**src/rtl/flood_board_gen.sv**
```systemverilog
// flood_board_gen: fills a SIZE x SIZE Flood-It board with LFSR colours, one RAM write per cell.
// Revision 1.0 - initial release.
`default_nettype none

module flood_board_gen #(
  parameter int          MAX_SIZE     = 26,
  parameter int          MAX_COLORS   = 8,
  parameter int          ADDR_W       = 10,
  parameter int          RETRY_MAX    = 15,
  parameter logic [15:0] DEFAULT_SEED = 16'hDAD7,
  localparam int         COLOR_W      = $clog2(MAX_COLORS)
) (
  input  logic               CLOCK,
  input  logic               RESET,
  input  logic               START,
  input  logic [15:0]        SEED,
  input  logic [4:0]         SIZE,
  input  logic [3:0]         COLOR_NUM,
  input  logic               NO_REPEAT,
  output logic               WE,
  output logic [ADDR_W-1:0]  ADDR,
  output logic [COLOR_W-1:0] DATA,
  output logic               BUSY,
  output logic               READY
);

  localparam int CNT_W = COLOR_W + 1;
  localparam int RTY_W = $clog2(RETRY_MAX + 1);

  localparam logic [1:0] S_IDLE  = 2'd0;
  localparam logic [1:0] S_STEP  = 2'd1;
  localparam logic [1:0] S_WRITE = 2'd2;
  localparam logic [1:0] S_DONE  = 2'd3;

  logic [1:0]         state, state_nxt;
  logic [15:0]        lfsr;
  logic [4:0]         row, col, size_q;
  logic [CNT_W-1:0]   ncol_q;
  logic               norep_q;
  logic [RTY_W-1:0]   retry;
  logic [COLOR_W-1:0] left, data_q;
  logic               left_valid;

  logic [COLOR_W-1:0] cand;
  logic               cand_ok;
  logic [RTY_W-1:0]   retry_inc;
  logic               retry_done;
  logic [CNT_W-1:0]   left_inc;
  logic [COLOR_W-1:0] fallback;
  logic               last_col, last_cell;
  logic [4:0]         size_in;
  logic [CNT_W-1:0]   ncol_in;
  logic               lfsr_fb;

  assign lfsr_fb    = lfsr[15] ^ lfsr[13] ^ lfsr[12] ^ lfsr[10];
  assign cand       = lfsr[COLOR_W-1:0];
  assign cand_ok    = ({1'b0, cand} < ncol_q) && !(norep_q && left_valid && (cand == left));
  assign retry_inc  = retry + RTY_W'(1);
  assign retry_done = (retry_inc == RTY_W'(RETRY_MAX));
  assign left_inc   = {1'b0, left} + CNT_W'(1);
  // Fallback steps past the left colour so NO_REPEAT still holds after exhausting retries.
  assign fallback   = (!left_valid || (left_inc == ncol_q)) ? '0 : left_inc[COLOR_W-1:0];
  assign last_col   = (col == size_q - 5'd1);
  assign last_cell  = last_col && (row == size_q - 5'd1);

  assign size_in = (SIZE < 5'd2)          ? 5'd2 :
                   (SIZE > 5'(MAX_SIZE))  ? 5'(MAX_SIZE) : SIZE;
  assign ncol_in = (COLOR_NUM < 4'd2)                ? CNT_W'(2) :
                   (32'(COLOR_NUM) > 32'(MAX_COLORS)) ? CNT_W'(MAX_COLORS) : CNT_W'(COLOR_NUM);

  always_ff @(posedge CLOCK) begin
    if (RESET) state <= S_IDLE;
    else       state <= state_nxt;
  end

  always_comb begin
    state_nxt = state;
    case (state)
      S_IDLE:  if (START) state_nxt = S_STEP;
      S_STEP:  if (cand_ok || retry_done) state_nxt = S_WRITE;
      S_WRITE: state_nxt = last_cell ? S_DONE : S_STEP;
      S_DONE:  if (!START) state_nxt = S_IDLE;
    endcase
  end

  always_ff @(posedge CLOCK) begin
    if (RESET) begin
      lfsr       <= DEFAULT_SEED;
      row        <= '0;
      col        <= '0;
      retry      <= '0;
      left       <= '0;
      left_valid <= 1'b0;
      data_q     <= '0;
      size_q     <= 5'd2;
      ncol_q     <= CNT_W'(2);
      norep_q    <= 1'b0;
    end else begin
      case (state)
        S_IDLE: if (START) begin
          lfsr       <= (SEED == 16'd0) ? DEFAULT_SEED : SEED;
          row        <= '0;
          col        <= '0;
          retry      <= '0;
          left_valid <= 1'b0;
          size_q     <= size_in;
          ncol_q     <= ncol_in;
          norep_q    <= NO_REPEAT;
        end
        S_STEP: begin
          lfsr <= {lfsr[14:0], lfsr_fb};
          if (cand_ok) begin
            data_q <= cand;
          end else begin
            retry <= retry_inc;
            if (retry_done) data_q <= fallback;
          end
        end
        S_WRITE: begin
          left  <= data_q;
          retry <= '0;
          // Each row starts without a left neighbour.
          if (last_col) begin
            col        <= '0;
            row        <= row + 5'd1;
            left_valid <= 1'b0;
          end else begin
            col        <= col + 5'd1;
            left_valid <= 1'b1;
          end
        end
        default: ;
      endcase
    end
  end

  always_comb begin
    WE    = (state == S_WRITE);
    BUSY  = (state == S_STEP) || (state == S_WRITE);
    READY = (state == S_DONE);
    ADDR  = ADDR_W'(row) * ADDR_W'(MAX_SIZE) + ADDR_W'(col);
    DATA  = data_q;
  end

endmodule

`default_nettype wire
```
**config.mk**
```make
export PLATFORM = sky130hd
export DESIGN_NAME = flood_board_gen
export DESIGN_NICKNAME = d
export VERILOG_FILES = /design/src/rtl/flood_board_gen.sv
export SDC_FILE = /design/constraint.sdc
export NUM_CORES = 1
export LEC_CHECK = 0
export BUFFER_PORTS_ARGS = -buffer_cell sky130_fd_sc_hd__buf_2
export CAP_MARGIN = 20
export CORE_MARGIN = 3
export CORE_UTILIZATION = 25
export DETAILED_ROUTE_END_ITERATION = 8
export SLEW_MARGIN = 0
export SYNTH_ARGS = -nofsm -noshare
export SYNTH_HDL_FRONTEND = slang
export SYNTH_SLANG_ARGS = --single-unit
```
**constraint.sdc**
```tcl
create_clock -name CLOCK -period 3.2 [get_ports CLOCK]
set_clock_uncertainty 0.2 [all_clocks]
set_input_delay 0.32 -clock CLOCK [delete_from_list [all_inputs] [get_ports CLOCK]]
set_output_delay 0.32 -clock CLOCK [all_outputs]
set_load 0.05 [all_outputs]
```
==> key figures, run 1 <==
Timing
  – Final Hold Viols: 0
  – Fin crit period: between 3 and 4 ns
  – Max Clk Rate: roughly 310 MHz
  – RSZ-0062 raised after global routing: yes
  – Slew HR: 0.614
  – Tightest Pin Transition: 0.573 ns
  – Slew Limit Fails: 0
  – Setup violators final: 2
  – Final worst setup slack: -0.0394 ns
  – Fin crit share: 1.01

Synthesis
  – Yosys top cell by area: dfxtp_1
  – Mapped Area: 3210 µm²
  – Avg Inst Size Synth: approximately 8.5 µm²
  – Sequential-to-total area share from yosys stat: 0.306
  – Largest cells by area after synthesis: dfxtp_1, ha_1, xnor2_1
  – Top_reg_cell synth: dfxtp_1
  – Share of the synthesized area in the top cell type: 0.306
  – Register bit total from synthesis: 49
  – Syn nets: about 440
  – EDFF count, synth: 0
  – Synth cell types: 53
  – Mapped Cells: approximately 380
  – Post-synthesis async set-or-reset flop share: 0
  – Synth warn: 0

Drt
  – DR vias: ~2800
  – DR WL/cell: ~13 µm
  – Pre-antenna DRT Iters: 4
  – Iter 0 DRT Violations: 83
  – Antenna Violating Nets Remaining: 0
  – # DRC: 0
  – Routed WL: between 7000 and 8000 µm
  – Vias per std cell: about 4.7

Worst hold path
  – Hold_sp: NO_REPEAT
  – Hold Path Class: input port to flip-flop
  – Worst Hold End: norep_q$_SDFFE_PP0P_
  – Hold depth: 3

Outcome
  – Result of the run: finished, violations left
  – Violated checks: negative setup slack

Clock network
  – Clock Tree Buf Depth: 2
  – # H-tree levels: 2
  – CTS tree: built
  – Hold_buf cts: 0
  – TritonCTS buffer count: 5
  – CTS Sinks: ~50
  – Clk pin slew, worst setup/hold paths: approximately 0.070 ns
  – Clock Root Buffer: clkbuf_16
  – Worst skew pair latency: roughly 0.29 ns

Floorplan
  – Floorplan die width: approximately 120 µm
  – Initial Util: 0.262
  – Ports: 45
  – CORE AREA: between 10000 and 15000 µm²
  – Die area: between 10000 and 15000 µm²
  – Cell Rows: 40
  – DIE HEIGHT: roughly 120 µm

Critical path
  – CP Max Fanout: 4
  – R2R setup slack: slightly below 0.6 ns
  – Worst r2r src: size_q[0]$_SDFFE_PP0P_
  – Setup crit end kind: output port
  – CP Class: flip-flop to output port
  – WP data required: about 2.7 ns
  – R2R Path End: row[0]$_SDFFE_PP0P_
  – Worst setup SP type: flip-flop
  – Crit path DAT: roughly 2.7 ns
  – R2R depth: 7

Layout
  – Layout cells sized above 1: 0.222
  – Commonest cells after routing, fill and taps aside: dfxtp_1, buf_2, nor2_1
  – Final cell count without fillers: 596
  – Commonest non-fill, non-tap cell in the layout: dfxtp_1
  – Layout area overhead: 23.7%
  – Fill cells: between 1000 and 1500
  – NumNets Final: ~490
  – Ant diodes: 0

Global route
  – Initial antenna violation count: 0
  – First-pass GRT wire length: ~13000 µm
  – Largest net degree at the start of global routing: 28
  – GR Overflow Total: 0
  – GRT Resource Usage Total: 0.114
  – Vias in the first global route: 2759

Place
  – Hpwl dp: 6000 µm
  – Port Buffer Count: between 40 and 50
  – Placed cells: between 500 and 600
  – Gp weighted congestion: roughly 0.8

Flow run
  – Max-Cap Viols: 0

Power and ir drop
  – Leakage dissipation: between 0.0015 and 0.002 µW
  – PD cells: approximately 660 nW/µm²
  – Total chip power: ~2600 µW
  – Max rail drop VDD: 0.355 mV
==> per-layer routing <==
metal | vias to the layer above | track usage | routed length (µm)
met5 | - | 0 | 0
met3 | 8 | 0.0332 | 371
met2 | 48 | 0.177 | 3620
met4 | 0 | 0.0333 | 88
met1 | 1313 | 0.153 | 3820
li1 | 1447 | - | -
==> sequential cells by signal, summed over array words and instances (netlist names), 3 cells and up <==
register  cells
col           5
row           5
lfsr         16
retry         4
size_q        5
left          3
ncol_q        4
DATA          3
==> kinds of logic after synthesis <==
logic type | Yosys count | share of synthesized area
AND/OR/NAND/NOR | 124 | 0.185
flip-flops | 49 | 0.306
buffers and inverters | 42 | 0.0546
multiplexers | 11 | 0.0343
XOR/XNOR | 39 | 0.106
AO/OA/AOI/OAI | 78 | 0.180
adder cells (fa/ha/maj) | 33 | 0.133
==> worst max path at each step <==
stage,start,endpoint,slack [ns],cells past startpoint
final,row[1]$_SDFFE_PP0P_,ADDR[9],-0.04,11
after global routing,row[1]$_SDFFE_PP0P_,ADDR[9],-0.22,11
after CTS,row[1]$_SDFFE_PP0P_,ADDR[9],-0.06,11
after detailed placement,row[1]$_SDFFE_PP0P_,ADDR[9],0.02,11
after global placement,row[1]$_SDFFE_PP0P_,ADDR[9],0.07,11
after floorplan,row[2]$_SDFFE_PP0P_,ADDR[9],-0.17,11
==> metrics by stage <==
stage | hold slack, ns | util | area, µm² | TNS, ns | worst slack [ns]
floorplan | 0.237 | - | 3230 | -0.214 | -0.169
CTS | 0.0709 | 0.318 | 3900 | -0.0563 | -0.0563
detailed placement | 0.266 | 0.301 | 3680 | 0 | 0.0224
finish | 0.0758 | 0.324 | 3970 | -0.0698 | -0.0394
global placement | 0.252 | 0.300 | 3680 | 0 | 0.0729
global route | 0.0926 | 0.324 | 3970 | -0.518 | -0.221
==> cells in the mapped netlist, types with 3 or more instances <==
master / number
nand4_1: 6
inv_1: 26
dfxtp_1: 49
mux2i_1: 11
xor2_1: 14
nand2_1: 35
o21ai_0: 7
ha_1: 31
xnor2_1: 25
o221ai_1: 12
a21oi_1: 20
o21ai_1: 3
a21o_1: 6
a221oi_1: 4
nand3_1: 18
nor4_1: 6
nor2_1: 37
a211oi_1: 6
clkbuf_1: 10
nor3_1: 11
==> layout make-up <==
type	count	area [µm²]	share of cell area
clock buffers	7	133	0.0334
clock inverters	1	7.51	0.00189
inverters	27	101	0.0255
multi-input cells	285	2170	0.548
flip-flops and latches	49	991	0.250
well taps	168	210	0.0530
repair buffers	59	352	0.0886
==> power breakdown <==
group          internal (µW)  switching [µW]
Combinational            458             733
Sequential               762             146
Clock                    291             232
Total                   1510            1110
==> worst max-delay path: stages, from the launching register on <==
cell and delay (ns):
dfxtp_4 0.37, ha_4 0.27, xor2_1 0.15, ha_1 0.27, ha_1 0.28, a21o_1 0.16
a21oi_2 0.15, buf_4 0.14, xnor2_2 0.12, nand3_1 0.14, xnor2_2 0.19, buf_6 0.18
==> timing repair <==
item	in CTS	in global routing
pin swaps	10	10
gates resized for setup	16	11
endpoints found under the setup margin	3	3
setup buffers	0	2
Power figures use the tool's default switching activity.
==> inputs of run 2 (changes only) <==
--- a/config.mk
+++ b/config.mk
@@ -10,6 +10,7 @@
 export CORE_MARGIN = 3
 export CORE_UTILIZATION = 25
 export DETAILED_ROUTE_END_ITERATION = 8
+export RECOVER_POWER = 100
 export SLEW_MARGIN = 0
 export SYNTH_ARGS = -nofsm -noshare
 export SYNTH_HDL_FRONTEND = slang
==> run 2 against run 1 <==
Net effect:
- the flow still finishes with violations (negative setup slack)
- via count up 0.78%
- non-clock buffer count unchanged
- critical path type unchanged
- cell area decreased by 1.6%
- hold slack better by 0.0022 ns
- routed wire length increased by 0.34%
- sequential share of layout area is 0.42 points higher
- clock power is essentially flat
- maximum frequency about the same
- first-iteration DRC count is 24% higher
- sequential cell count unchanged
- setup slack better by 0.0017 ns
==> key figures, run 2 (synthesis results as in run 1) <==
Timing
  – Tightest Pin Transition: 0.846 ns
  – Final Hold Viols: 0
  – Slew Limit Fails: 0
  – Setup violators final: 2
  – Setup TNS: -0.0663 ns
  – Fin crit share: 1.01
  – Max Clk Rate: about 310 MHz
  – Final hold slack: approximately 0.078 ns
  – Slew HR: 0.430
  – Final worst setup slack: -0.0376 ns
  – RSZ-0062 raised after global routing: yes
  – Fin crit period: ~3.2 ns

Floorplan
  – DIE HEIGHT: around 120 µm
  – Initial Util: 0.262
  – Die area: about 14000 µm²
  – CORE AREA: between 10000 and 15000 µm²
  – Floorplan die width: around 120 µm
  – Ports: 45
  – Cell Rows: 40

Place
  – Port Buffer Count: 44
  – Dpl cell area: ~3700 µm²
  – Gp weighted congestion: about 0.8
  – Hpwl dp: 6000 µm

Layout
  – Layout area overhead: 21.7%
  – Ant diodes: 0
  – Commonest non-fill, non-tap cell in the layout: dfxtp_1
  – Post-layout utilization of the core: 0.318
  – Commonest cells after routing, fill and taps aside: dfxtp_1, nor2_1, nand2_1
  – Design Area, Final: between 3000 and 4000 µm²
  – Layout cells sized above 1: 0.182
  – Number of flip-flops in the largest register: 16
  – Biggest register: lfsr
  – NumNets Final: 489

Power and ir drop
  – Leakage dissipation: 0.00168 µW
  – PD cells: between 600 and 700 nW/µm²
  – Max rail drop VDD: around 0.35 mV

Clock network
  – Clock Root Buffer: clkbuf_16
  – Hold_buf cts: 0
  – Worst skew pair latency: 0.29 ns
  – TritonCTS buffer count: 5
  – Clk pin slew, worst setup/hold paths: 0.07 ns
  – CTS Sinks: 49
  – # H-tree levels: 2
  – CTS tree: built
  – Clock Tree Buf Depth: 2

Critical path
  – Setup crit end kind: output port
  – CP Launch Point: row[1]$_SDFFE_PP0P_
  – CP Max Fanout: 4
  – CP Class: flip-flop to output port
  – Crit path DAT: 2.72 ns
  – Worst r2r src: size_q[0]$_SDFFE_PP0P_
  – WP data required: roughly 2.7 ns
  – Worst setup SP type: flip-flop

Outcome
  – Violated checks: negative setup slack
  – Result of the run: finished, violations left

Drt
  – Antenna Violating Nets Remaining: 0
  – DR WL/cell: ~13 µm
  – DR vias: ~2800
  – # DRC: 0
  – Pre-antenna DRT Iters: 4
  – Vias per std cell: ~4.8
  – Routed WL: 7930 µm
  – Iter 0 DRT Violations: a little over 100

Global route
  – Vias in the first global route: 2759
  – GRT Resource Usage Total: 0.114
  – First-pass GRT wire length: about 13000 µm
  – Initial antenna violation count: 0
  – Largest net degree at the start of global routing: 28
  – GR Overflow Total: 0

Worst hold path
  – Hold Path Class: input port to flip-flop
  – Hold_sp: NO_REPEAT

Flow run
  – Max-Cap Viols: 0
==> run 2: where the power goes <==
| part | leakage, µW | internal, µW | switching [µW] |
|---|---|---|---|
| clock network | 0.0000641 | 291 | 231 |
| registers | 0.000404 | 762 | 147 |
| logic | 0.00121 | 408 | 703 |
| total | 0.00168 | 1460 | 1080 |
==> run 2: what timing repair did <==
| action | CTS | global route |
|---|---|---|
| resized for setup | 16 | 11 |
| setup buffers | 0 | 2 |
| pin swaps | 10 | 10 |
| setup endpoints to repair | 3 | 3 |
==> run 2: path summary, 6_finish.rpt <==
check,end,slack (ns),cells past startpoint
min reg2reg,lfsr[7]$_SDFFE_PP1P_,0.28,2
max,ADDR[9],-0.04,11
max reg2reg,row[0]$_SDFFE_PP0P_,0.23,7
min,norep_q$_SDFFE_PP0P_,0.08,3
==> run 2: through the flow <==
step	setup slack, ns	cells	power, µW
3_3_place_gp	0.0729	585	2080
3_5_place_dp	0.0224	586	2120
2_1_floorplan	-0.169	376	1850
5_1_grt	-0.221	596	2760
6_report	-0.0376	596	2540
4_1_cts	-0.0563	594	2650
==> run 2: per-layer routing <==
metal	global-route usage	routed length (µm)	vias to the layer above	part of all wire
met5	0	0	-	0
met4	0.0333	65	0	0.0082
met3	0.0332	395	6	0.050
met2	0.177	3640	57	0.46
met1	0.153	3830	1329	0.48
li1	-	-	1446	-
==> run 2: worst max-delay path, stage by stage (launching register included) <==
cell	delay, ns
dfxtp_4	0.37
ha_4	0.27
xor2_1	0.15
ha_1	0.27
ha_1	0.28
a21o_1	0.16
a21oi_2	0.15
buf_4	0.14
xnor2_2	0.12
nand3_1	0.14
xnor2_2	0.19
buf_6	0.18
==> run 2: cell type report <==
class	instances	area, µm²
Tap cell	168	210
Timing Repair Buffer	59	330
Clock buffer	7	133
Clock inverter	1	7.51
Fill cell	1310	8360
Sequential cell	49	991
Multi-Input combinational cell	285	2130
Inverter	27	101
